File: config.mk
export PLATFORM = sky130hd
export DESIGN_NAME = mmio_responder_flat
export DESIGN_NICKNAME = d
export VERILOG_FILES = /design/src/rtl/mmio_bus_if.sv /design/src/rtl/mmio_responder.sv /design/src/flat_wrapper.sv
export SDC_FILE = /design/constraint.sdc
export NUM_CORES = 1
export LEC_CHECK = 0
export ABC_AREA = 1
export ABC_CLOCK_PERIOD_IN_PS = 1900
export CORE_ASPECT_RATIO = 2
export CORE_MARGIN = 1.5
export CORE_UTILIZATION = 50
export CTS_CLUSTER_DIAMETER = 200
export CTS_CLUSTER_SIZE = 25
export DETAILED_ROUTE_END_ITERATION = 10
export DONT_BUFFER_PORTS = 1
export SETUP_SLACK_MARGIN = 0.5
export SLEW_MARGIN = 40
export SYNTH_ARGS = -nofsm -noshare
export SYNTH_HDL_FRONTEND = slang
export SYNTH_SLANG_ARGS = --single-unit
File: constraint.sdc
create_clock -name CLK -period 1.9 [get_ports CLK]
set_input_delay 0.095 -clock CLK [delete_from_list [all_inputs] [get_ports CLK]]
set_output_delay 0.095 -clock CLK [all_outputs]
set_load 0.005 [all_outputs]
File: src/rtl/mmio_bus_if.sv
`timescale 1ns/1ps
`default_nettype none
// +--------------------------------------------------------------------+
// | mmio_bus_if : CPU M-stage data bus as seen by the MMIO responder   |
// | Rev 1.0                                                            |
// +--------------------------------------------------------------------+
interface mmio_bus_if #(
  parameter int DBITS = 16
);
  logic [DBITS-1:0] ADDR;
  logic [DBITS-1:0] DIN;
  logic             WE;
  logic [DBITS-1:0] DOUT;
  logic             SEL;

  modport master (output ADDR, DIN, WE, input DOUT, SEL);
  modport slave  (input ADDR, DIN, WE, output DOUT, SEL);
endinterface
`default_nettype wire

File: src/rtl/mmio_responder.sv
`timescale 1ns/1ps
`default_nettype none
// +--------------------------------------------------------------------+
// | mmio_responder : I/O window FFF0-FFFE, LED/HEX regs, debounced     |
// | KEY/SW, sticky key flags, prescaled timer. Option: MMIO_TIMER_CMP_EN|
// | Rev 1.0                                                            |
// +--------------------------------------------------------------------+
module mmio_responder #(
  parameter int DBITS      = 16,
  parameter int DEB_CYCLES = 100000,
  parameter int TIMER_DIV  = 10000
) (
  input  logic             CLK,
  input  logic             RESET_N,
  mmio_bus_if.slave        bus,
  input  logic [3:0]       KEY,
  input  logic [9:0]       SW,
  output logic [DBITS-1:0] HEX,
  output logic [9:0]       LEDR,
  output logic [7:0]       LEDG,
  output logic             KEYINT
);

  localparam int               DW       = $clog2(DEB_CYCLES);
  localparam int               PW       = (TIMER_DIV > 1) ? $clog2(TIMER_DIV) : 1;
  localparam logic [DW-1:0]    DEB_LAST = DW'(DEB_CYCLES - 1);
  localparam logic [PW-1:0]    PRE_LAST = PW'(TIMER_DIV - 1);
  localparam logic [DBITS-1:0] DEAD     = DBITS'(16'hDEAD);

  logic [3:0]       key_s1_q, key_s2_q, key_prev_q, key_stb_q;
  logic [3:0]       key_prev_d, key_stb_d;
  logic [9:0]       sw_s1_q, sw_s2_q, sw_prev_q, sw_db_q;
  logic [9:0]       sw_prev_d, sw_db_d;
  logic [DW-1:0]    deb_cnt_q, deb_cnt_d;
  logic [5:0]       kctrl_q, kctrl_d;
  logic             keyint_q, keyint_d;
  logic [DBITS-1:0] timer_q, timer_d;
  logic [PW-1:0]    pre_q, pre_d;
  logic [DBITS-1:0] hex_q, hex_d;
  logic [9:0]       ledr_q, ledr_d;
  logic [7:0]       ledg_q, ledg_d;
`ifdef MMIO_TIMER_CMP_EN
  logic [DBITS-1:0] cmp_q, cmp_d;
`endif

  logic             sel, wr_en, deb_tick, timer_inc;
  logic [2:0]       reg_idx;
  logic [3:0]       key_eq, key_press;
  logic [9:0]       sw_eq;
  logic [5:0]       clr;
  logic [DBITS-1:0] rdata;
  logic             unused_addr0;

  assign sel          = &bus.ADDR[DBITS-1:4];
  assign reg_idx      = bus.ADDR[3:1];
  assign wr_en        = bus.WE & sel;
  assign unused_addr0 = bus.ADDR[0];

  always_comb begin
    deb_tick   = (deb_cnt_q == DEB_LAST);
    deb_cnt_d  = deb_tick ? '0 : deb_cnt_q + 1'b1;
    key_eq     = ~(key_s2_q ^ key_prev_q);
    sw_eq      = ~(sw_s2_q ^ sw_prev_q);
    key_prev_d = deb_tick ? key_s2_q : key_prev_q;
    sw_prev_d  = deb_tick ? sw_s2_q : sw_prev_q;
    key_stb_d  = deb_tick ? ((key_stb_q & ~key_eq) | (key_s2_q & key_eq)) : key_stb_q;
    sw_db_d    = deb_tick ? ((sw_db_q & ~sw_eq) | (sw_s2_q & sw_eq)) : sw_db_q;
    // key_stb holds raw (active-low) sense, so a press is a 1->0 transition
    key_press  = key_stb_q & ~key_stb_d;

    timer_inc = 1'b0;
    timer_d   = timer_q;
    pre_d     = pre_q + 1'b1;
    if (wr_en && reg_idx == 3'd3) begin
      timer_d = bus.DIN;
      pre_d   = '0;
    end else if (pre_q == PRE_LAST) begin
      timer_inc = 1'b1;
      timer_d   = timer_q + 1'b1;
      pre_d     = '0;
    end

    clr          = (wr_en && reg_idx == 3'd2) ? bus.DIN[5:0] : 6'd0;
    kctrl_d[3:0] = key_press | (kctrl_q[3:0] & ~clr[3:0]);
    kctrl_d[4]   = (|(key_press & kctrl_q[3:0] & ~clr[3:0])) | (kctrl_q[4] & ~clr[4]);
`ifdef MMIO_TIMER_CMP_EN
    kctrl_d[5]   = (timer_inc && timer_d == cmp_q) | (kctrl_q[5] & ~clr[5]);
    keyint_d     = (|kctrl_q[3:0]) | kctrl_q[5];
    cmp_d        = (wr_en && reg_idx == 3'd7) ? bus.DIN : cmp_q;
`else
    kctrl_d[5]   = 1'b0;
    keyint_d     = |kctrl_q[3:0];
`endif

    hex_d  = (wr_en && reg_idx == 3'd4) ? bus.DIN       : hex_q;
    ledr_d = (wr_en && reg_idx == 3'd5) ? bus.DIN[9:0]  : ledr_q;
    ledg_d = (wr_en && reg_idx == 3'd6) ? bus.DIN[7:0]  : ledg_q;
  end

  always_comb begin
    rdata = DEAD;
    if (sel) begin
      case (reg_idx)
        3'd0: begin rdata = '0; rdata[3:0] = ~key_stb_q; end
        3'd1: begin rdata = '0; rdata[9:0] = sw_db_q;    end
        3'd2: begin rdata = '0; rdata[5:0] = kctrl_q;    end
        3'd3: rdata = timer_q;
        3'd4: rdata = hex_q;
        3'd5: begin rdata = '0; rdata[9:0] = ledr_q;     end
        3'd6: begin rdata = '0; rdata[7:0] = ledg_q;     end
`ifdef MMIO_TIMER_CMP_EN
        3'd7: rdata = cmp_q;
`endif
        default: rdata = DEAD;
      endcase
    end
  end

  always_ff @(posedge CLK) begin
    if (!RESET_N) begin
      key_s1_q   <= 4'hF;
      key_s2_q   <= 4'hF;
      key_prev_q <= 4'hF;
      key_stb_q  <= 4'hF;
      sw_s1_q    <= '0;
      sw_s2_q    <= '0;
      sw_prev_q  <= '0;
      sw_db_q    <= '0;
      deb_cnt_q  <= '0;
      kctrl_q    <= '0;
      keyint_q   <= 1'b0;
      timer_q    <= '0;
      pre_q      <= '0;
      hex_q      <= '0;
      ledr_q     <= '0;
      ledg_q     <= '0;
`ifdef MMIO_TIMER_CMP_EN
      cmp_q      <= '0;
`endif
    end else begin
      key_s1_q   <= KEY;
      key_s2_q   <= key_s1_q;
      key_prev_q <= key_prev_d;
      key_stb_q  <= key_stb_d;
      sw_s1_q    <= SW;
      sw_s2_q    <= sw_s1_q;
      sw_prev_q  <= sw_prev_d;
      sw_db_q    <= sw_db_d;
      deb_cnt_q  <= deb_cnt_d;
      kctrl_q    <= kctrl_d;
      keyint_q   <= keyint_d;
      timer_q    <= timer_d;
      pre_q      <= pre_d;
      hex_q      <= hex_d;
      ledr_q     <= ledr_d;
      ledg_q     <= ledg_d;
`ifdef MMIO_TIMER_CMP_EN
      cmp_q      <= cmp_d;
`endif
    end
  end

  assign bus.DOUT = rdata;
  assign bus.SEL  = sel;
  assign HEX      = hex_q;
  assign LEDR     = ledr_q;
  assign LEDG     = ledg_q;
  assign KEYINT   = keyint_q;

endmodule
`default_nettype wire

File: src/flat_wrapper.sv
// flat-port wrapper written by rule: the top's interface ports become plain ports
module mmio_responder_flat 
#(
  parameter int DBITS      = 16,
  parameter int DEB_CYCLES = 100000,
  parameter int TIMER_DIV  = 10000
)
  (CLK, RESET_N, KEY, SW, HEX, LEDR, LEDG, KEYINT, bus_ADDR, bus_DIN, bus_WE, bus_DOUT, bus_SEL);
  mmio_bus_if #(.DBITS(DBITS)) bus_i ();
  input  logic CLK;
  input  logic RESET_N;
  input  logic [3:0] KEY;
  input  logic [9:0] SW;
  output logic [DBITS-1:0] HEX;
  output logic [9:0] LEDR;
  output logic [7:0] LEDG;
  output logic KEYINT;
  input wire logic [$bits(bus_i.ADDR)-1:0] bus_ADDR;
  input wire logic [$bits(bus_i.DIN)-1:0] bus_DIN;
  input wire logic [$bits(bus_i.WE)-1:0] bus_WE;
  output wire logic [$bits(bus_i.DOUT)-1:0] bus_DOUT;
  output wire logic [$bits(bus_i.SEL)-1:0] bus_SEL;
  assign bus_i.ADDR = bus_ADDR;
  assign bus_i.DIN = bus_DIN;
  assign bus_i.WE = bus_WE;
  assign bus_DOUT = bus_i.DOUT;
  assign bus_SEL = bus_i.SEL;
  mmio_responder #(.DBITS(DBITS), .DEB_CYCLES(DEB_CYCLES), .TIMER_DIV(TIMER_DIV)) u_core (.CLK(CLK), .RESET_N(RESET_N), .bus(bus_i), .KEY(KEY), .SW(SW), .HEX(HEX), .LEDR(LEDR), .LEDG(LEDG), .KEYINT(KEYINT));
endmodule
Word level (Yosys, flattened, before mapping) --
Cells that the tools add are included.
Operators by class: add/subtract/negate cells 3, multiply operators 0, div/mod/pow operators 0, $lt $le $gt $ge 0, equality and inequality tests 8, shift-type cells 0, mux-type cells 6, bitwise logic cells 25, reduce and logical (&&, ||, !) cells 12
Operators with widths (count):
- $pmux W16 S7 | 1
- $mux W16 | 3
- $and A4 B4 Y4 | 6
- $and A10 B10 Y10 | 2
- $not A10 Y10 | 2
- $not A4 Y4 | 5
- $add A17 B1 Y17 const B | 1
- $eq A17 B17 Y1 const B | 1
- $add A16 B1 Y16 const B | 1
- $add A14 B1 Y14 const B | 1
- $eq A14 B14 Y1 const B | 1
- $reduce_and A12 Y1 | 1
- $or A10 B10 Y10 | 1
- $xor A10 B10 Y10 | 1
- $eq A3 B3 Y1 const B | 3
- $or A4 B4 Y4 | 2
- $reduce_or A4 Y1 | 2
- $eq A3 B2 Y1 const B | 2
- $logic_and A1 B1 Y1 | 5
- $mux W5 | 1
- $mux W4 | 1
- $xor A4 B4 Y4 | 1
- $eq A3 B1 Y1 const B | 1
- $logic_not A3 Y1 | 1
- other kinds (6) | 8
Storage, ports and cells: register bits 144, bits in latches 0, memory bits (writable) 0, ROM bits 0, output and inout bits 52, word-level logic and storage cells 71, memories kept 0

Logic depth before layout (Yosys ltp) --
Gate-level depths: netlist of run 1.
word-level depth 12, depth in mapped cells 13, gate-level depth less buffers 13

Worst setup path after synthesis of run 1 --
Ideal clock, no wire load.
path type register to register, start register u_core.deb_cnt_q[0], end register u_core.deb_cnt_q[10], arrival 1.464 ns, required time 1.786 ns, slack 0.322 ns, cell stages (with the launch flop) 10, path buffers 1, clock period less this slack 1.578 ns, cell sequence dfxtp_1 -> ha_1 -> nand2_1 -> nor2_2 -> nand2_1 -> nor3b_4 -> nor2_1 -> inv_2 -> buf_4 -> nor2_1
On the way: word-level cells in the longest chain between the ends 2
Ends and longest elaborated chain:
- start, declared | line mmio_responder.sv:34 | logic [DW-1:0] deb_cnt_q, deb_cnt_d;
- start signal, assigned | line mmio_responder.sv:149 | deb_cnt_q <= deb_cnt_d;
- parallel branches: the longest is 2 deep, another holds $add A17 B1 Y17
Parallel ways; which one is timed is not known. A chain may end at the register's enable or synchronous reset.

Worst setup path after layout of run 1 --
start register u_core.pre_q[1], end register u_core.timer_q[11]
On the way: word-level cells in the longest chain between the ends 2
Ends and longest elaborated chain:
- start, declared | line mmio_responder.sv:38 | logic [PW-1:0] pre_q, pre_d;
- start signal, assigned | line mmio_responder.sv:153 | pre_q <= pre_d;
- $eq A14 B14 Y1 | line mmio_responder.sv:77 | end else if (pre_q == PRE_LAST) begin
- $reduce_bool A2 Y1 (no line)
- end signal, assigned | line mmio_responder.sv:152 | timer_q <= timer_d;
- end, declared | line mmio_responder.sv:37 | logic [DBITS-1:0] timer_q, timer_d;
Every way passes these cells.

==> reports/metrics.yaml, run 1 <==
critical_path:
  crit_path_end_kind: "register"
  worst_path_max_delay_cell: "dfxtp_2"
  critPathBufInv: 4
  critPathLaunchType: "register"
  cp_top_family: "simple AND/OR/NAND/NOR gates"
  slowest_delay_ps: 350
  critPathArrivalTime_ps: 2020
  crit_type: "reg2reg"
  critPathMaxFanout: 8
  worstPathRequired_ps: 2280
  crit_chain: "ha_4 -> nand2_2 -> inv_2 -> nand2_4 -> nor2_4 -> buf_6 -> buf_12 -> nand2_8 -> nor2_4 -> nand3_2 -> nand3_2 -> nand2_1 -> inv_1"
finish:
  final_cell_mix: "nand2_1, dfxtp_1, inv_1"
  register_area_mm2: 0.002935
  syn_to_final_growth_pct: 43.62
  fin_util_pct: 73.86
  fillers: 979
  layout-drive-gt1-share_pct: 35.15
  multi_input_area_mm2: 0.003895
  final_common_cell: "nand2_1"
  fin_nets: 1046
clock_tree:
  tritoncts: "done"
  clkTransAtPathRegs_ps: 70
  clk_latency_ps: 430
  numCtsBuffers: 17
  cts_num_sinks: 143
  cts_root_buf: "clkbuf_16"
  cts_buffer_depth: 2
  htree_levels: 4
global_routing:
  met2_usage_pct: 57.04
  grt_max_degree: 83
  antenna_found_initial: 1
  grtUsageMet3_pct: 6.935
  use_met1_pct: 26.97
  track_usage_pct: 29.66
  grt_pass1_wl_mm: 31.75
  grt_pass1_vias: 6539
  gr-total-overflow: 0
  busiest_layer: "met2"
sta:
  rsz0062_at_grt: "yes"
  worstMarginPinSlew_ps: 560.9
  fmax_mhz: 608.2
  fin_skew_ps: 8.759
  fin_tns_setup_ps: 0
  hold_violations: 73
  finalCritPeriodShare_pct: 86.53
  relSlewSlack_pct: 62.52
  slew_violations: 0
  setup_viol: 0
  hold_slack_ps: -251.7
  min_period_ps: 1644
outcome:
  violations: "negative hold slack"
  status: "finished with violations"
min_path:
  hp-class: "in2reg"
drt:
  drc_errors: 0
  vias: 6503
  routedWlPerCell_um: 18.23
  viasPerCell: 5.616
  first_iter_violations: 420
  ant_nets: 0
  dr.pass1.iters: 8
  drt-total-wl_mm: 21.11
yosys:
  synth_top_flop_cell: "dfxtp_1"
  synth_area_mm2: 0.006494
  syn_nets: 927
  avgSynthCellArea_um2: 7.421
  postSynth.asyncResetShare_pct: 0
  ys_seq_elements: 143
  synth_top_area_share_pct: 44.08
  yosys.cell_types.count: 50
  synthTopCellsByArea: "dfxtp_1, nand2_1, inv_1"
  yosysWarnings: 0
  synth_top_cell_by_area: "dfxtp_1"
  synth-edff-count: 0
  syn_inst: 875
  seq_area_frac_synth_pct: 44.08
floorplan:
  fp.dieH_um: 164.2
  io_pins: 101
  initial_utilization_pct: 51.43
  core-area_mm2: 0.01263
  die-area_mm2: 0.01372
  num_rows: 58
  die_w_um: 83.59
placed_design:
  hpwl_mm: 13.34
  gp_congestion: 0.9422
  numPortBuffers: 0
flow_run:
  maxCapViolations: 0
power:
  irDropWorstVdd_v: 0.0007743
  p_per_area_mw_per_mm2: 716.1
  power_leakage_nw: 3.838
  total_power_mw: 6.679
## report_power, final
part           total, mW  switching [mW]  internal, mW
logic              0.251           0.137         0.114
clock network       3.37            1.59          1.79
registers           3.05          0.0265          3.03
total               6.68            1.75          4.93
## layout make-up
class,count,area share [%]
multi-input cells,585,41.76
flip-flops and latches,143,31.47
repair buffers,128,13.17
inverters,118,4.937
clock buffers,17,4.561
well taps,150,2.012
clock inverters,15,1.999
repair inverters,1,0.05366
diodes,1,0.02683
## registers in the layout, summed over array words and instances (netlist names), named ones only
register / cells
u_core.deb_cnt_q: 17
u_core.HEX: 16
u_core.timer_q: 16
u_core.pre_q: 14
u_core.LEDR: 10
u_core.sw_prev_q: 10
u_core.sw_s1_q: 10
u_core.sw_s2_q: 10
u_core.LEDG: 8
u_core.kctrl_q: 5
u_core.key_prev_q: 4
u_core.key_s1_q: 4
u_core.key_s2_q: 4
u_core.key_stb_q: 4
u_core.KEYINT: 1
## worst reg2reg max path, delay by kind of cell (launching register included)
kind / cells / cell delay, ps
buffers and inverters: 4 / 360
and+or+nand+nor: 8 / 770
DFF: 1 / 350
adders and majority gates: 1 / 140
## final timing paths
kind	slack (ps)	cells after the start	start	endpoint
setup / recovery	260	13	u_core.pre_q[1]	u_core.timer_q[11]
hold / removal	-250	1	RESET_N	u_core.key_stb_q[2]
setup reg to reg	260	13	u_core.pre_q[1]	u_core.timer_q[11]
hold reg to reg	420	1	u_core.key_s1_q[1]	u_core.key_s2_q[1]
## per-stage QoR
stage | instance area (um2) | instances | setup WS (ps)
2_1_floorplan | 6586 | 875 | 409.9
3_3_place_gp | 6736 | 1014 | 219.9
3_5_place_dp | 6736 | 1014 | 99.24
6_report | 9326 | 1158 | 255.9
5_1_grt | 9326 | 1158 | 178.6
4_1_cts | 8637 | 1139 | 261.8
## timing repair
action	in CTS	in global routing
endpoints found under the setup margin	84	90
gates resized for setup	134	162
gates cloned	4	1
hold buffers	51	3
hold endpoints to repair	102	74
setup buffers	38	14
pin swaps	61	63
## synthesized netlist by cell type, types with 2 or more instances
cell type	count
nand2_1	182
nor3_2	7
inv_2	2
o22ai_1	7
or2_0	2
xor2_1	19
buf_6	2
ha_1	3
nor3_1	22
nand3_1	44
inv_1	115
nor2_4	3
o21bai_1	2
a21oi_1	72
or2_2	10
a41oi_1	2
nand3_2	2
nor2_2	5
o2111ai_1	3
xnor2_1	3
o21ai_0	62
dfxtp_1	143
nor2_1	73
o21ai_1	4
o211ai_1	15
nor2_8	2
clkbuf_1	10
buf_4	5
nand4_1	16
nor4_1	2
buf_2	12
a221oi_1	3
nand2_2	4
## routing by layer
layer	routed length, um	up-vias
li1	-	3115
met1	6957	3119
met2	12020	193
met3	965	76
met4	1158	0
met5	0	-
## kinds of logic (layout without fill, tap and decap cells)
group           count (synthesis)  in the layout  synth area share (%)
other cells                     0              1                     0
flops                         143            143                 44.08
simple gates                  381            382                 27.57
xor+xnor                       22             22                 2.967
buf+inv                       148            279                 9.345
fa+ha+maj                       4              4                0.7322
compound gates                177            177                 15.30
No activity file was read; power rests on OpenSTA's default activity.
==> run 2: changes to the inputs <==
--- a/config.mk
+++ b/config.mk
@@ -5,7 +5,6 @@
 export SDC_FILE = /design/constraint.sdc
 export NUM_CORES = 1
 export LEC_CHECK = 0
-export ABC_AREA = 1
 export ABC_CLOCK_PERIOD_IN_PS = 1900
 export CORE_ASPECT_RATIO = 2
 export CORE_MARGIN = 1.5
==> reports/metrics.yaml, run 2 <==
floorplan:
  core-area_mm2: 0.01212
  die-area_mm2: 0.01316
  fp.dieH_um: 160.7
  io_pins: 101
  num_rows: 57
  initial_utilization_pct: 51.30
  die_w_um: 81.87
finish:
  largest_reg_flops: 17
  n_antenna_cell: 0
  syn_to_final_growth_pct: 42.41
  fin_area_mm2: 0.008857
  final_common_cell: "dfxtp_1"
  fin_nets: 882
  final_cell_mix: "dfxtp_1, nand2_1, nor2_1, a21oi_1, buf_4"
  regMostFlops: "u_core.deb_cnt_q"
  fillers: 872
  layout-drive-gt1-share_pct: 34.20
critical_path:
  critPathBufInv: 1
  rr_worst_depth: 6
  crit_path_end_kind: "register"
  worst_path_max_delay_cell: "or4_4"
  crit_start: "u_core.pre_q[6]"
  rrSetupSlack_ps: -250
  worstPathRequired_ps: 2190
  slowest_delay_ps: 590
  critPathArrivalTime_ps: 2440
  timing.rr.start: "u_core.pre_q[6]"
  crit_chain: "or4b_4 -> or4_4 -> buf_4 -> nor4_4 -> xnor2_1 -> a21oi_1"
  critPathMaxFanout: 5
  path_depth: 6
  cp-endpoint: "u_core.timer_q[11]"
  rr_endpoint: "u_core.timer_q[11]"
  crit_type: "reg2reg"
  critPathLaunchType: "register"
  cp_top_family: "simple AND/OR/NAND/NOR gates"
power:
  clock_power_share_pct: 49.1
  irDropWorstVdd_v: 0.0006915
  p_per_area_mw_per_mm2: 736.7
  switching_share_pct: 22.95
  power_leakage_nw: 3.399
  power_frac_comb_pct: 4.1
  p_switching_mw: 1.498
  p_int_mw: 5.028
  seq_power_share_pct: 46.8
yosys:
  yosysWarnings: 0
  synth-edff-count: 0
  syn_nets: 789
  yosysMostFrequentCell: "dfxtp_1"
  synth_top_area_share_pct: 46.03
  avgSynthCellArea_um2: 8.439
  synth_top_cell_by_area: "dfxtp_1"
  syn_inst: 737
  ys_seq_elements: 143
  synthTopCellsByCount: "dfxtp_1, nand2_1, a21oi_1"
  synthTopCellsByArea: "dfxtp_1, nand2_1, a21oi_1"
  synth_top_flop_cell: "dfxtp_1"
  yosys.cell_types.count: 54
  postSynth.asyncResetShare_pct: 0
  seq_area_frac_synth_pct: 46.03
  synth_area_mm2: 0.006220
min_path:
  hp-class: "in2reg"
outcome:
  violations: "negative setup slack"
  status: "finished with violations"
sta:
  fmax_mhz: 465.8
  hold_violations: 0
  fin_ws_ps: -246.8
  hold_slack_ps: 56.16
  fin_skew_ps: 8.839
  rsz0062_at_grt: "yes"
  setup_viol: 27
  slew_violations: 0
  min_period_ps: 2147
  fin_tns_setup_ps: -4385
  finalCritPeriodShare_pct: 113.0
  worstMarginPinSlew_ps: 568.2
  relSlewSlack_pct: 62.01
clock_tree:
  cts_num_sinks: 143
  cts_buffer_depth: 2
  htree_levels: 4
  clk_latency_ps: 430
  tritoncts: "done"
  cts_root_buf: "clkbuf_16"
  clkTransAtPathRegs_ps: 60
  numCtsBuffers: 17
placed_design:
  dpl_cell_area_mm2: 0.006664
  hpwl_mm: 11.77
  gp_congestion: 0.8704
  numPortBuffers: 0
  pre_cts_ws_ps: -254.5
drt:
  viasPerCell: 5.845
  drt-total-wl_mm: 18.82
  vias: 5781
  dr.pass1.iters: 5
  routedWlPerCell_um: 19.03
  first_iter_violations: 333
  ant_nets: 0
  drc_errors: 0
global_routing:
  gr-total-overflow: 0
  grt_max_degree: 52
  antenna_found_initial: 0
  grt_pass1_vias: 5766
  track_usage_pct: 27.93
  grt_pass1_wl_mm: 28.14
flow_run:
  maxCapViolations: 0
-- run 2: cell count changes in the layout (fill, tap and decap cells not counted), sizes merged, moves of 22 or more --
cell | before | now
inv | 125 | 10
o21ai | 66 | 37
nor3 | 30 | 6
nand3 | 46 | 24
and2 | 0 | 25
dlygate4sd3 | 54 | 31
nand2 | 188 | 131
-- run 2: metrics by stage --
step	utilization [%]	power, mW	cells
3_5_place_dp	54.96	3.262	884
3_3_place_gp	54.96	3.258	884
4_1_cts	69.16	6.548	980
2_1_floorplan	-	3.253	737
5_1_grt	73.05	6.711	989
6_report	73.05	6.526	989
-- run 2: routing by layer --
metal,vias up,GRT usage [%],share of wire [%]
met5,-,0,0
met4,0,11.79,3.8
met3,53,5.625,4.2
li1,2761,-,-
met2,160,51.64,56
met1,2807,29.10,36
-- run 2: how the worst min path moves through the flow --
stage                            to  depth (start not counted)        start  slack [ps]
2_1_floorplan    u_core.key_s1_q[0]                          1       KEY[0]         200
3_5_place_dp   u_core.key_prev_q[0]                          1      RESET_N         170
4_1_cts           u_core.timer_q[9]                          3  bus_ADDR[3]          30
5_1_grt           u_core.kctrl_q[4]                          3   bus_DIN[4]          90
3_3_place_gp   u_core.key_prev_q[2]                          1      RESET_N         170
6_report          u_core.timer_q[9]                          3  bus_ADDR[3]          60
-- run 2: what timing repair did --
action,4_1_cts,5_1_grt
hold buffers,32,0
setup endpoints to repair,88,129
setup buffers,25,7
gates resized for setup,146,98
cloned,8,2
endpoints found under the hold margin,121,0
pin swaps,65,56
-- run 2: area by class of cell --
class	instances	area (um2)	area share [%]
inverter	9	36.28	0.4097
clock buffer	20	456.7	5.156
sequential	143	2928	33.06
multi-input combinational	547	3928	44.34
timing repair buffer	112	1216	13.73
clock inverter	11	108.9	1.229
tap	147	183.9	2.077
-- run 2: power by group through the flow --
stage / logic, mW / clock network [mW] / registers, mW
CTS: 0.258 / 3.24 / 3.05
detailed placement: 0.139 / 0 / 3.12
global route: 0.291 / 3.36 / 3.06
finish: 0.269 / 3.20 / 3.05
global placement: 0.136 / 0 / 3.12
floorplan: 0.135 / 0 / 3.12
-- run 2: cells by family (layout without fill, tap and decap cells) --
kind of cell	after synthesis	count (layout)	synth area share [%]
xor gates and xnor gates	37	37	5.210
adders and majority gates	3	3	0.6036
and+or+nand+nor	326	328	25.93
DFF	143	143	46.03
buffers and inverters	49	152	3.218
AOI/OAI and AO/OA	154	154	14.67
muxes	25	25	4.345
-- run 2: worst register-to-register path, delay by kind of cell (launching register included) --
| kind | cells | cell delay [ps] |
|---|---|---|
| buffers and inverters | 1 | 170 |
| xor gates and xnor gates | 1 | 160 |
| DFF | 1 | 320 |
| AOI/OAI and AO/OA | 1 | 80 |
| and+or+nand+nor | 3 | 1290 |
